==> src/rtl/bram_loader_pkg.sv <==
`default_nettype none
// ============================================================================
// Module      : bram_loader_pkg
// Description : Shared types and constants for the BRAM byte loader.
// Revision    : 1.0 - initial release
// ============================================================================
package bram_loader_pkg;

    // Byte lanes per 32-bit BRAM word
    localparam int LANES = 4;

    // Loader control states
    typedef enum logic [1:0] {
        S_IDLE  = 2'd0,
        S_FILL  = 2'd1,
        S_WRITE = 2'd2,
        S_DONE  = 2'd3
    } state_t;

    // Byte-count width: a word address plus two bits of byte offset
    function automatic int len_width(input int addr_width);
        return addr_width + 2;
    endfunction

endpackage
`default_nettype wire

==> src/rtl/byte_lane_packer.sv <==
`default_nettype none
// ============================================================================
// Module      : byte_lane_packer
// Description : Little-endian byte-to-word accumulator with per-lane mask.
//               Exposes the word and mask as they would be after the current
//               byte is pushed, so the owner can register them straight onto
//               the BRAM port on the same edge.
// Revision    : 1.0 - initial release
// ============================================================================
module byte_lane_packer
    import bram_loader_pkg::*;
(
    input  logic                 clk,
    input  logic                 rst_n,
    input  logic                 i_clear,
    input  logic                 i_push,
    input  logic [7:0]           i_byte,
    output logic [8*LANES-1:0]   o_acc_nxt,
    output logic [LANES-1:0]     o_mask_nxt,
    output logic                 o_last_lane
);

    localparam logic [1:0] c_LAST_LANE = 2'(LANES - 1);

    logic [8*LANES-1:0] r_acc;
    logic [LANES-1:0]   r_mask;
    logic [1:0]         r_lane;

    logic [8*LANES-1:0] w_byte_word;
    logic [LANES-1:0]   w_lane_bit;

    // Place the incoming byte in its lane and merge with what is held
    always_comb begin
        w_byte_word = {{(8*(LANES-1)){1'b0}}, i_byte} << {r_lane, 3'b000};
        w_lane_bit  = {{(LANES-1){1'b0}}, 1'b1} << r_lane;
        o_acc_nxt   = r_acc | w_byte_word;
        o_mask_nxt  = r_mask | w_lane_bit;
        o_last_lane = (r_lane == c_LAST_LANE);
    end

    // Accumulator, mask and lane index; clear wins over push
    always_ff @(posedge clk) begin
        if (!rst_n) begin
            r_acc  <= '0;
            r_mask <= '0;
            r_lane <= '0;
        end else if (i_clear) begin
            r_acc  <= '0;
            r_mask <= '0;
            r_lane <= '0;
        end else if (i_push) begin
            r_acc  <= o_acc_nxt;
            r_mask <= o_mask_nxt;
            r_lane <= r_lane + 2'd1;
        end
    end

endmodule
`default_nettype wire

==> src/rtl/bram_byte_loader.sv <==
`default_nettype none
// ============================================================================
// Module      : bram_byte_loader
// Description : Streams bytes into a 32-bit byte-addressable BRAM port, one
//               masked write per packed word, flushing a final partial word.
// Revision    : 1.0 - initial release
// ============================================================================
module bram_byte_loader
    import bram_loader_pkg::*;
#(
    parameter int ADDR_WIDTH = 12
) (
    input  logic                             clk,
    input  logic                             rst_n,
    input  logic                             i_start,
    input  logic [ADDR_WIDTH-1:0]            i_base_addr,
    input  logic [len_width(ADDR_WIDTH)-1:0] i_length,
    input  logic                             i_byte_valid,
    input  logic [7:0]                       i_byte_data,
    output logic                             o_byte_ready,
    output logic                             o_busy,
    output logic                             o_done,
    output logic [7:0]                       o_checksum,
    output logic                             o_bram_clken,
    output logic [ADDR_WIDTH-1:0]            o_bram_addr,
    output logic [LANES-1:0]                 o_bram_we,
    output logic [8*LANES-1:0]               o_bram_data
);

    localparam int                    LEN_W      = len_width(ADDR_WIDTH);
    localparam logic [LEN_W-1:0]      c_REM_ONE  = LEN_W'(1);
    localparam logic [ADDR_WIDTH-1:0] c_PTR_ONE  = ADDR_WIDTH'(1);

    state_t                  r_state;
    logic [ADDR_WIDTH-1:0]   r_ptr;
    logic [LEN_W-1:0]        r_remaining;
    logic [7:0]              r_checksum;
    logic                    r_byte_ready;
    logic                    r_busy;
    logic                    r_done;
    logic                    r_bram_clken;
    logic [ADDR_WIDTH-1:0]   r_bram_addr;
    logic [LANES-1:0]        r_bram_we;
    logic [8*LANES-1:0]      r_bram_data;

    logic                    w_accept;
    logic                    w_clear;
    logic [8*LANES-1:0]      w_acc_nxt;
    logic [LANES-1:0]        w_mask_nxt;
    logic                    w_last_lane;

    // Handshake and packer clear: a fresh word starts on a new load and after each write
    always_comb begin
        w_accept = i_byte_valid & r_byte_ready;
        w_clear  = ((r_state == S_IDLE) && i_start) || (r_state == S_WRITE);
    end

    byte_lane_packer u_packer (
        .clk         (clk),
        .rst_n       (rst_n),
        .i_clear     (w_clear),
        .i_push      (w_accept),
        .i_byte      (i_byte_data),
        .o_acc_nxt   (w_acc_nxt),
        .o_mask_nxt  (w_mask_nxt),
        .o_last_lane (w_last_lane)
    );

    // Load sequencer with all port outputs registered
    always_ff @(posedge clk) begin
        if (!rst_n) begin
            r_state      <= S_IDLE;
            r_ptr        <= '0;
            r_remaining  <= '0;
            r_checksum   <= '0;
            r_byte_ready <= 1'b0;
            r_busy       <= 1'b0;
            r_done       <= 1'b0;
            r_bram_clken <= 1'b0;
            r_bram_addr  <= '0;
            r_bram_we    <= '0;
            r_bram_data  <= '0;
        end else begin
            case (r_state)
                S_IDLE: begin
                    r_done <= 1'b0;
                    if (i_start) begin
                        r_ptr       <= i_base_addr;
                        r_remaining <= i_length;
                        r_checksum  <= '0;
                        r_busy      <= 1'b1;
                        if (i_length == '0) begin
                            r_state <= S_DONE;
                            r_done  <= 1'b1;
                        end else begin
                            r_state      <= S_FILL;
                            r_byte_ready <= 1'b1;
                        end
                    end
                end

                S_FILL: begin
                    if (w_accept) begin
                        r_checksum  <= r_checksum + i_byte_data;
                        r_remaining <= r_remaining - c_REM_ONE;
                        // Word is complete, or the load ends mid-word
                        if (w_last_lane || (r_remaining == c_REM_ONE)) begin
                            r_state      <= S_WRITE;
                            r_byte_ready <= 1'b0;
                            r_bram_clken <= 1'b1;
                            r_bram_addr  <= r_ptr;
                            r_bram_we    <= w_mask_nxt;
                            r_bram_data  <= w_acc_nxt;
                        end
                    end
                end

                S_WRITE: begin
                    r_bram_clken <= 1'b0;
                    r_bram_addr  <= '0;
                    r_bram_we    <= '0;
                    r_bram_data  <= '0;
                    r_ptr        <= r_ptr + c_PTR_ONE;
                    if (r_remaining == '0) begin
                        r_state <= S_DONE;
                        r_done  <= 1'b1;
                    end else begin
                        r_state      <= S_FILL;
                        r_byte_ready <= 1'b1;
                    end
                end

                S_DONE: begin
                    r_state <= S_IDLE;
                    r_done  <= 1'b0;
                    r_busy  <= 1'b0;
                end

                default: begin
                    r_state <= S_IDLE;
                end
            endcase
        end
    end

    assign o_byte_ready = r_byte_ready;
    assign o_busy       = r_busy;
    assign o_done       = r_done;
    assign o_checksum   = r_checksum;
    assign o_bram_clken = r_bram_clken;
    assign o_bram_addr  = r_bram_addr;
    assign o_bram_we    = r_bram_we;
    assign o_bram_data  = r_bram_data;

endmodule
`default_nettype wire

==> config.mk <==
export PLATFORM = sky130hd
export DESIGN_NAME = bram_byte_loader
export DESIGN_NICKNAME = d
export VERILOG_FILES = /design/src/rtl/bram_loader_pkg.sv /design/src/rtl/byte_lane_packer.sv /design/src/rtl/bram_byte_loader.sv
export SDC_FILE = /design/constraint.sdc
export NUM_CORES = 1
export LEC_CHECK = 0
export BUFFER_PORTS_ARGS = -buffer_cell sky130_fd_sc_hd__buf_4
export CORE_ASPECT_RATIO = 1.2
export CORE_UTILIZATION = 55
export DETAILED_ROUTE_END_ITERATION = 10
export PLACE_DENSITY = 0.78
export SLEW_MARGIN = 5
export SYNTH_ARGS = -nofsm -noshare
export SYNTH_HDL_FRONTEND = slang
export SYNTH_SLANG_ARGS = --single-unit
==> constraint.sdc <==
create_clock -name clk -period 2.8 [get_ports clk]
set_input_delay 0.28 -clock clk [delete_from_list [all_inputs] [get_ports clk]]
set_output_delay 0.28 -clock clk [all_outputs]
set_load 0.02 [all_outputs]
==> flow_results.org, run 1 <==
** Setup path
- Across all register-to-register paths, the minimum setup slack is 0.62 ns.
- Crit path capture type :: flip-flop
- STA classifies the critical path startpoint as a flip-flop.
- The critical path ends at r_ptr[9].
- Reg-to-Reg Start :: r_state[1]
- Category of the most critical setup path :: reg2reg
- Capture point of the worst reg-to-reg path :: r_ptr[9]
- For the worst setup path, the data required time is about 3.1 ns.
- Counting cells, the worst reg-to-reg path comes to 6.
- Along the worst path, the maximum fanout reaches 22.
- In this run the worst setup path begins at r_state[1].
- Data arrives at the worst endpoint at about 2.5 ns.

** Floorplan
- Floorplan die height :: 114 um
- 98 I/O pins were placed.
- Rows :: 40
- Initial core utilization :: 0.566
- In this run the horizontal extent of the chip is 94.9 um.
- Floorplan die area :: around 0.011 sq mm
- After floorplanning, the core was sized to cover slightly above 0.01 sq mm.

** Cells and area
- Sequential Area :: 0.00252 sq mm
- At the end of the flow the core is filled with cells to 0.700.
- Filler cells :: 803
- Number of diodes added for antenna fixing :: 0
- Synth-to-Final Area Change :: 23.6%
- Post-layout net count :: 802
- In the final layout, the multi-input gates occupy 0.00291 sq mm.
- Fraction of layout instances using a drive strength above 1 :: 0.238

** Synthesis
- After synthesis the cells add up to 0.00570 sq mm.
- In the synthesized netlist the dominant register cell turns out to be dfxtp_1.
- Summed over all instances, the cell type with the most area after synthesis is dfxtp_1.
- For this run, the number of Yosys warnings is 0.
- After synthesis the netlist holds a flip-flop and latch count of 126.
- Post-synthesis async set-or-reset flop share :: 0
- Complex-gate fraction of the synthesized area :: 0.235
- Synthesized Nets :: 719
- Mux cell area share after synthesis :: 0.00176
- Synthesis produced a netlist whose cell count is 666.
- After synthesis, the largest family of logic cells by area is compound AO/OA/AOI/OAI gates.
- Of the synthesized area, sequential elements account for 0.443.
- Number of enable flip-flop cells after synthesis :: 0
- The share of synthesized area in the top cell type comes to 0.443.
- Netlist cell types :: 59
- Adder and majority gate portion of the synthesized area :: 0.0343
- Sorting the synthesized cells by area gives the leading types as dfxtp_1 44%, a21oi_1 6.1%, nand3_1 5.1%, nor2_1 4.2%, o21ai_0 3.6%.
- Simple logic cell fraction of the synthesized area :: 0.235
- Averaged over all synthesized cells, the footprint is 8.56 sq um.
- Of the total synthesized cell area, the portion taken by XOR and XNOR cells is 0.00461.

** Global route
- Vias in the first global route :: 5,057
- Global-route usage over all layers :: 0.294
- Summed over all layers, the global routing overflow is 0.
- Largest net degree at the start of global routing :: 48
- The first global-routing pass estimated roughly 24 mm of wire.
- Antenna violations before repair :: 0

** Routing
- Via count :: 5,388
- Wire per inst :: about 17 um
- Dividing the detail-routed via count by the number of cells gives a little over 6.
- Remaining design rule violation count :: 0
- In this run the remaining antenna-violating nets after routing total 0.
- Number of design-rule violations left by the first detailed-router iteration :: 421
- The first TritonRoute pass finished after 5 iterations.
- Wires add up to approximately 15 mm.

** Power
- Power spread over the standard cell area amounts to 641 mW/mm^2.
- Leakage :: between 2 and 3 nW
- Maximum VDD drop :: 492 uV

** STA
- Unrepaired setup endpoints after global routing :: no
- Part of the cycle the worst path needs :: 0.778
- Max Freq :: 459 MHz
- The number of failing hold endpoints at the final stage came to 0.
- The number of pins with negative max-slew slack in the final report came to 0.
- Headroom to the max-slew limit came out at 0.466.
- Final period demand of the worst path :: around 2.2 ns
- Finish-stage setup viols :: 0
- Final worst clock skew :: 0.0117 ns
- Setup total negative slack on the finished layout was measured at 0 ns.
- Worst Max-Slew Pin Slew :: 0.798 ns

** Clocking
- CTS clk-pin slew, worst paths :: 0.06 ns
- The later pin in the worst-skew pair is clocked with a latency of ~0.42 ns.
- Htree depth :: 4
- TritonCTS clock tree :: yes
- Clock tree synthesis inserted a total of 17 buffers.
- Maximum clock insertion buffer count :: 2
- Root buffer cell :: clkbuf_16
- Number of buffers inserted to repair setup after CTS :: 0
- Clock tree synthesis found a total of 126 sinks.
- The number of hold buffers added after CTS was 0.
- CTS resizes :: 0

** Placed design
- Global placer's final weighted congestion :: 0.928
- The wire-length estimate of the detail-placed layout is 10.5 mm.
- Port Buf Inserts :: a little under 100

** Status
- Outcome :: complete, no violations

** Worst hold path
- Class of the worst hold path :: in2reg

** Flow run
- Max-cap violations :: 0
## layer usage
layer,vias up,share of wire,routed length [um],GRT usage
met3,30,0.055,833,0.0787
met4,0,0.021,317,0.120
li1,2603,-,-,-
met2,205,0.51,7690,0.490
met5,-,0,0,0
met1,2550,0.42,6340,0.357
## area by class of cell
| cell class | count | share of cell area |
|---|---|---|
| clock buffers | 20 | 0.0649 |
| clock inverters | 12 | 0.0169 |
| inverters | 8 | 0.00427 |
| multi-input cells | 485 | 0.413 |
| flip-flops and latches | 126 | 0.358 |
| well taps | 126 | 0.0224 |
| repair buffers | 111 | 0.120 |
## worst min path at each step
stage | startpoint | end | cells after the start
2_1_floorplan | i_start | o_done | 2
3_3_place_gp | o_bram_data[23] | o_bram_data[23] | 2
3_5_place_dp | o_bram_data[27] | o_bram_data[27] | 2
4_1_cts | i_base_addr[1] | r_ptr[1] | 3
5_1_grt | i_base_addr[1] | r_ptr[1] | 3
6_report | i_base_addr[1] | r_ptr[1] | 3
## layout by cell type (no fill, tap or decap), types with 6 or more instances in the layout
| cell | n |
|---|---|
| a211oi_1 | 10 |
| a21o_1 | 13 |
| a21oi_1 | 69 |
| buf_4 | 110 |
| clkbuf_16 | 17 |
| clkinv_2 | 7 |
| dfxtp_1 | 126 |
| ha_1 | 14 |
| inv_1 | 7 |
| nand2_1 | 48 |
| nand3_1 | 58 |
| nand3_2 | 13 |
| nand4_1 | 8 |
| nor2_1 | 64 |
| nor3_1 | 37 |
| nor4_1 | 8 |
| o21ai_0 | 41 |
| o22ai_1 | 8 |
| o31ai_1 | 21 |
| o31ai_2 | 13 |
| or3_1 | 6 |
## sequential cells by signal (all words and copies together), names as in the netlist, 2 cells and up
signal,cells
r_state,2
o_checksum,8
r_remaining,14
u_packer.r_lane,2
o_bram_data,32
u_packer.r_mask,4
u_packer.r_acc,32
r_ptr,12
o_bram_addr,12
o_bram_we,4
## cell families (layout without fill, tap and decap cells)
group	after synthesis	in the layout
fa+ha+maj	15	15
simple gates	262	262
buf+inv	55	151
mux	1	1
compound gates	204	204
xor+xnor	3	3
flops	126	126
## power breakdown
group	switching (mW)	internal (mW)	total (mW)
Combinational	0.305	0.178	0.483
Sequential	0.0591	1.84	1.90
Clock	0.783	1.34	2.13
## per-stage QoR
stage / setup slack [ns] / hold WS, ns / instance area, sq um / instances / power (mW)
finish: 0.622 / 0.145 / 7040 / 888 / 4.51
global placement: 0.790 / 0.446 / 6460 / 856 / 2.39
floorplan: 0.978 / 0.427 / 5700 / 666 / 2.25
detailed placement: 0.669 / 0.450 / 6460 / 856 / 2.41
CTS: 0.644 / 0.137 / 7040 / 888 / 4.53
global route: 0.383 / 0.156 / 7040 / 888 / 4.67
## critical path, cell delays in order, from the launching register on
cell	delay, ns
dfxtp_1	0.76
nor2b_1	0.21
buf_4	0.17
nand4_1	0.29
o21ai_0	0.32
a21oi_1	0.11
a211oi_1	0.23
## cells in the mapped netlist (all sizes together), types with 8 or more instances
cell    instances
nand2          48
o22ai           8
dfxtp         126
a21oi          69
clkbuf         22
o31ai          34
o21ai          42
a21o           13
nand3          71
a211oi         10
nand4           8
inv             8
nor2           67
nor4            9
ha             14
nor3           38
buf            25
(Power assumes the default switching activity.)
==> inputs of run 2 (changes only) <==
==> constraint.sdc (replaced) <==
create_clock -name clk -period 2.21 [get_ports clk]
set_input_delay 0.221 -clock clk [delete_from_list [all_inputs] [get_ports clk]]
set_output_delay 0.221 -clock clk [all_outputs]
set_load 0.02 [all_outputs]
==> flow_results.org, run 2 (synthesis results as in run 1) <==
** Clocking
- Cts bufs inserted :: 17
- The root buffer cell chosen for the clock tree is clkbuf_16.
- Insertion delay of the later-clocked pin in the worst-skew pair :: about 0.41 ns
- The number of setup buffers added after CTS is 0.
- Clock tree sinks :: 126
- TritonCTS clock tree :: yes
- Quantity of hold-fixing buffers added after cts :: 0
- After clock tree synthesis, the clock-pin slew on the worst setup and hold paths is 0.06 ns.
- Htree depth :: 4
- CTS resizes :: 0
- Maximum clock insertion buffer count :: 2

** Setup path
- The worst register-to-register path begins at r_state[0].
- Worst R2R Setup Slack :: 0.14 ns
- Counting cells, the worst reg-to-reg path comes to 4.
- Max Fanout on Critical Path :: 16
- The critical path is of the reg2reg type.
- The endpoint identified for the worst register-to-register timing path is r_remaining[0].
- Startpoint class of the critical path :: flip-flop
- For the worst setup path, the data arrival time is 2.37 ns.
- At the worst endpoint, the required time is 2.51 ns.
- Crit path capture type :: flip-flop

** STA
- Count of pins over their slew limit :: 0
- Finish-stage setup viols :: 0
- Final period demand of the worst path :: 2.07 ns
- Clock skew on the completed layout was measured at 0.00926 ns.
- Max Freq :: slightly below 500 MHz
- In this run the tightest slew margin relative to its limit is 0.479.
- Once routing completed, OpenROAD measured the worst setup slack at 0.141 ns.
- In the finished design, the share of the clock period the worst path needs comes to 0.936.
- The number of failing hold endpoints at the final stage is 0.
- For the pin with the worst max-slew slack, the measured transition is 0.781 ns.
- Final sum of negative setup slack :: 0 ns
- Setup repair after global routing left no endpoint under its margin.

** Cells and area
- Post-layout net count :: between 800 and 900
- Leaving out fill and tap cells, the most frequent cells in the layout are 126 x dfxtp_1, 111 x buf_4, 69 x a21oi_1.
- At the end of the flow the core is filled with cells to 0.702.
- The repair_antennas step left the layout with diodes totalling 0.
- Filler cells :: about 800
- Fraction of layout instances using a drive strength above 1 :: 0.234
- The area growth from synthesis to layout is 24.0%.
- Leaving out fill and tap cells, the most frequent cell in the layout is dfxtp_1.

** Global route
- Across every metal layer, demand over resource in global routing totals 0.292.
- The number of antenna violations at the first check in global routing came to 0.
- Vias in the first global route :: 5,074
- Summed over all layers, the global routing overflow is 0.
- Largest net degree at the start of global routing :: 48
- Wire length of the first global-routing pass :: ~24 mm

** Floorplan
- Initial core utilization :: 0.566
- Rows :: 40
- The die covers 0.0108 sq mm.
- Floorplan die height :: about 110 um
- Core box area :: 0.0101 sq mm
- Count of pins on the block boundary :: between 90 and 100
- Width of the die :: 94.9 um

** Worst hold path
- The worst hold path terminates at r_remaining[8].
- The path class of the tightest hold or removal check is in2reg.
- The worst hold path passes through 3 cells.
- Worst hold start :: i_length[8]

** Status
- Outcome :: complete, no violations

** Routing
- First drt pass iteration count :: 5
- Wire per inst :: between 15 and 20 um
- For this run, design rule violations remaining after detail routing come to 0.
- Detailed routing inserted a total of about 5,500 vias.
- Ratio of routed vias to standard cells :: 6.23
- After detailed routing, the total wire length is 15.4 mm.
- Number of design-rule violations left by the first detailed-router iteration :: 432
- In this run the remaining antenna-violating nets after routing total 0.

** Power
- In this run the static leakage power is 2.84 nW.
- PwrDens :: 809 mW/mm^2
- Maximum VDD drop :: 631 uV

** Placed design
- In this run the tool buffered the top-level ports with slightly below 100 buffer cells.
- The wire-length estimate of the detail-placed layout is just over 10 mm.
- Routability-driven placement finished with a final weighted congestion of a little under 0.9.
- Worst slack, placed :: 0.209 ns

** Flow run
- Max-cap violations :: 0
[run 2: how the worst max path moves through the flow]
stage                        start        endpoint  slack, ns  cells after the start
floorplan            o_checksum[0]   o_checksum[6]       0.39                      7
detailed placement      r_state[0]  r_remaining[0]       0.21                      4
CTS                     r_state[0]  r_remaining[5]       0.19                      5
global placement    i_byte_data[0]   o_checksum[6]       0.31                      8
global route            r_state[0]  r_remaining[0]       0.03                      4
finish                  r_state[0]  r_remaining[0]       0.14                      4
[run 2: cell type report]
| class | instances | area, sq um | share of cell area |
|---|---|---|---|
| inverters | 8 | 30.0 | 0.00425 |
| flip-flops and latches | 126 | 2520 | 0.357 |
| clock buffers | 25 | 485 | 0.0687 |
| repair buffers | 113 | 873 | 0.124 |
| well taps | 126 | 158 | 0.0223 |
| multi-input cells | 485 | 2910 | 0.412 |
| clock inverters | 7 | 85.1 | 0.0120 |
[run 2: report_power, final]
part | internal, mW | switching, mW
Sequential | 2.34 | 0.0740
Combinational | 0.228 | 0.394
Clock | 1.74 | 0.946
[run 2: routing by layer]
layer | global-route usage | wire length (um) | share of wire
met5 | 0 | 0 | 0
met1 | 0.356 | 6300 | 0.41
met3 | 0.0780 | 976 | 0.063
met2 | 0.482 | 7670 | 0.50
met4 | 0.118 | 442 | 0.029
[run 2: worst max-delay path, cell delays in order (launching register included)]
cell      delay, ns
dfxtp_1        0.64
nand2b_1       0.18
o21ai_2        0.57
o21ai_0        0.19
a221oi_1       0.36
[run 2: stage by stage]
step	hold WS [ns]	instance area, sq um	power (mW)	instances
2_1_floorplan	0.368	5700	2.85	666
3_3_place_gp	0.447	6490	3.04	858
3_5_place_dp	0.447	6490	3.06	858
4_1_cts	0.0881	7060	5.72	890
5_1_grt	0.123	7060	5.91	890
6_report	0.0944	7060	5.72	890
==> inputs of run 3 (changes only) <==
--- a/config.mk
+++ b/config.mk
@@ -7,9 +7,11 @@
 export LEC_CHECK = 0
 export BUFFER_PORTS_ARGS = -buffer_cell sky130_fd_sc_hd__buf_4
 export CORE_ASPECT_RATIO = 1.2
-export CORE_UTILIZATION = 55
+export CORE_MARGIN = 2
+export CORE_UTILIZATION = 50
 export DETAILED_ROUTE_END_ITERATION = 10
-export PLACE_DENSITY = 0.78
+export PLACE_DENSITY = 0.72
+export RECOVER_POWER = 100
 export SLEW_MARGIN = 5
 export SYNTH_ARGS = -nofsm -noshare
 export SYNTH_HDL_FRONTEND = slang
==> flow_results.org, run 3 (synthesis results as in run 1) <==
** Power
- PwrDens :: between 800 and 900 mW/mm^2
- After layout, the design draws a total of 5.90 mW.
- Summed over all cells, the static leakage comes to 2.60 nW.
- Maximum VDD drop :: 525 uV

** Clocking
- In this run, post-CTS repair resized a total of 0 instances.
- TritonCTS built the clock tree.
- Cts bufs inserted :: 17
- Htree depth :: 4
- For this design, the sink count on the clock tree is 126.
- The tree is rooted in a clkbuf_16.
- After clock tree synthesis, the clock-pin slew on the worst setup and hold paths is 0.06 ns.
- In this run the post-CTS setup repair buffer count came out at 0.
- Quantity of hold-fixing buffers added after cts :: 0
- Maximum clock insertion buffer count :: 2
- The clock reaches the later pin of the worst-skew pair after ~0.42 ns.

** Global route
- The number of global-route vias before repair is 4,966.
- For this run, the total global-route usage over all layers was measured as 0.248.
- Congestion Overflow GR :: 0
- The number of antenna violations at the first check in global routing was 0.
- Wire length of the first global-routing pass :: 24.0 mm
- Entering global routing, the biggest net connects 42 pins.

** STA
- Remaining max-slew budget at the tightest pin :: 0.491
- The number of pins with negative max-slew slack in the final report was 0.
- Finish-stage setup viols :: 0
- Final period demand of the worst path :: 2.01 ns
- For this run, the top clock speed supported by timing is 497 MHz.
- For the pin with the worst max-slew slack, the measured transition is roughly 0.76 ns.
- Final number of hold-violating endpoints :: 0
- Setup repair after global routing left no endpoint under its margin.
- After layout, the worst setup slack is 0.199 ns.
- Between clock sinks in the finished design, the worst skew comes to around 0.0052 ns.
- Part of the cycle the worst path needs :: 0.910
- Final sum of negative setup slack :: 0 ns

** Worst hold path
- Worst hold start :: i_length[10]
- Class of the worst hold path :: in2reg
- Worst Hold Endpoint :: r_remaining[10]
- The worst hold path was traced through 3 stages.

** Floorplan
- Rows :: 42
- For this design the top-level I/O count stands at 98.
- The floorplan step set the die width to 101 um.
- Floorplan die height :: 121 um
- The floorplan step defined a core boundary enclosing 0.0111 sq mm.
- Floorplan die area :: 0.0123 sq mm
- The initial utilization of the core area, before any placement, comes to 0.514.

** Setup path
- Data required time at the worst endpoint :: 2.47 ns
- The worst setup path is launched from a flip-flop.
- Data arrival, critical path :: 2.27 ns
- Depth of the most critical reg-to-reg path :: 4
- Category of the most critical setup path :: reg2reg
- Worst R2R Setup Slack :: 0.20 ns
- In this run the worst path has a maximum fanout of 38.
- The worst register-to-register path ends at u_packer.r_acc[14].
- Crit path capture type :: flip-flop
- Reg-to-Reg Start :: r_state[1]

** Cells and area
- Leading cell types in the layout, fill and taps excluded :: 126 x dfxtp_1, 69 x a21oi_1, 65 x nor2_1, 65 x nand3_1, 62 x clkbuf_1
- Synth-to-Final Area Change :: 20.6%
- Fraction of layout instances using a drive strength above 1 :: 0.146
- The number of antenna diodes in the final layout is 0.
- Filler cells :: 1,000
- For this run, the post-layout net count is 807.
- Leaving out fill and tap cells, the most frequent cell in the layout is dfxtp_1.

** Routing
- Wire per inst :: ~16 um
- The routed layout has 5,319 vias.
- For this run, design rule violations remaining after detail routing come to 0.
- After detailed routing, the total wire length is 15.0 mm.
- After detailed routing, the number of vias per cell comes to 5.78.
- After the first detailed-routing iteration, the DRC count stood at 273.
- The first detailed-routing pass took 5 iterations.
- Remaining antenna violation count after routing :: 0

** Placed design
- Port Buf Inserts :: 97
- Worst slack, placed :: between 0.2 and 0.25 ns
- At the end of routability-driven placement, the weighted congestion stood at 0.843.
- Sum of net half-perimeters after detailed placement :: 10.2 mm

** Status
- The run finished with clean final reports.

** Flow run
- The tool flagged a number of max-cap violations equal to 0.
## run 3: critical path, stage by stage (launching register included)
cell and delay [ns]:
dfxtp_1 0.39, or3b_2 0.60, nand2_1 0.09, clkbuf_2 0.60, nor3_1 0.16
## run 3: worst max path at each step
stage,start,to,slack (ns),cells after the start
after global placement,i_byte_data[0],o_checksum[6],0.30,8
after global routing,r_remaining[1],o_bram_we[3],0.02,8
after floorplan,o_checksum[0],o_checksum[6],0.39,7
final,r_state[1],u_packer.r_acc[14],0.20,4
after CTS,o_checksum[0],o_checksum[6],0.21,7
after detailed placement,i_byte_data[0],o_checksum[6],0.20,8
## run 3: metrics by stage
stage | utilization | instance area [sq um] | hold WS, ns | std cells
global placement | 0.592 | 6560 | 0.443 | 889
global route | 0.620 | 6870 | 0.110 | 921
detailed placement | 0.592 | 6560 | 0.450 | 889
CTS | 0.648 | 7180 | 0.0865 | 921
finish | 0.620 | 6870 | 0.0851 | 921
floorplan | - | 5700 | 0.368 | 666
## run 3: final cells by class
cell class | count | area, sq um | area share
Clock buffer | 22 | 484 | 0.0705
Inverter | 8 | 30.0 | 0.00437
Sequential cell | 126 | 2520 | 0.367
Clock inverter | 10 | 134 | 0.0195
Multi-Input combinational cell | 485 | 2850 | 0.414
Tap cell | 154 | 193 | 0.0280
Timing Repair Buffer | 116 | 662 | 0.0963
## run 3: layer usage
metal,global-route usage,share of wire,up-vias
met4,0.0819,0.017,0
met1,0.310,0.43,2519
li1,-,-,2625
met3,0.0513,0.043,28
met5,0,0,-
met2,0.423,0.51,147
## run 3: power by group
part / leakage, nW / internal (mW) / switching [mW] / total (mW)
Sequential: 1.02 / 2.33 / 0.0680 / 2.40
Clock: 0.302 / 1.89 / 1.00 / 2.89
Combinational: 1.28 / 0.220 / 0.383 / 0.602
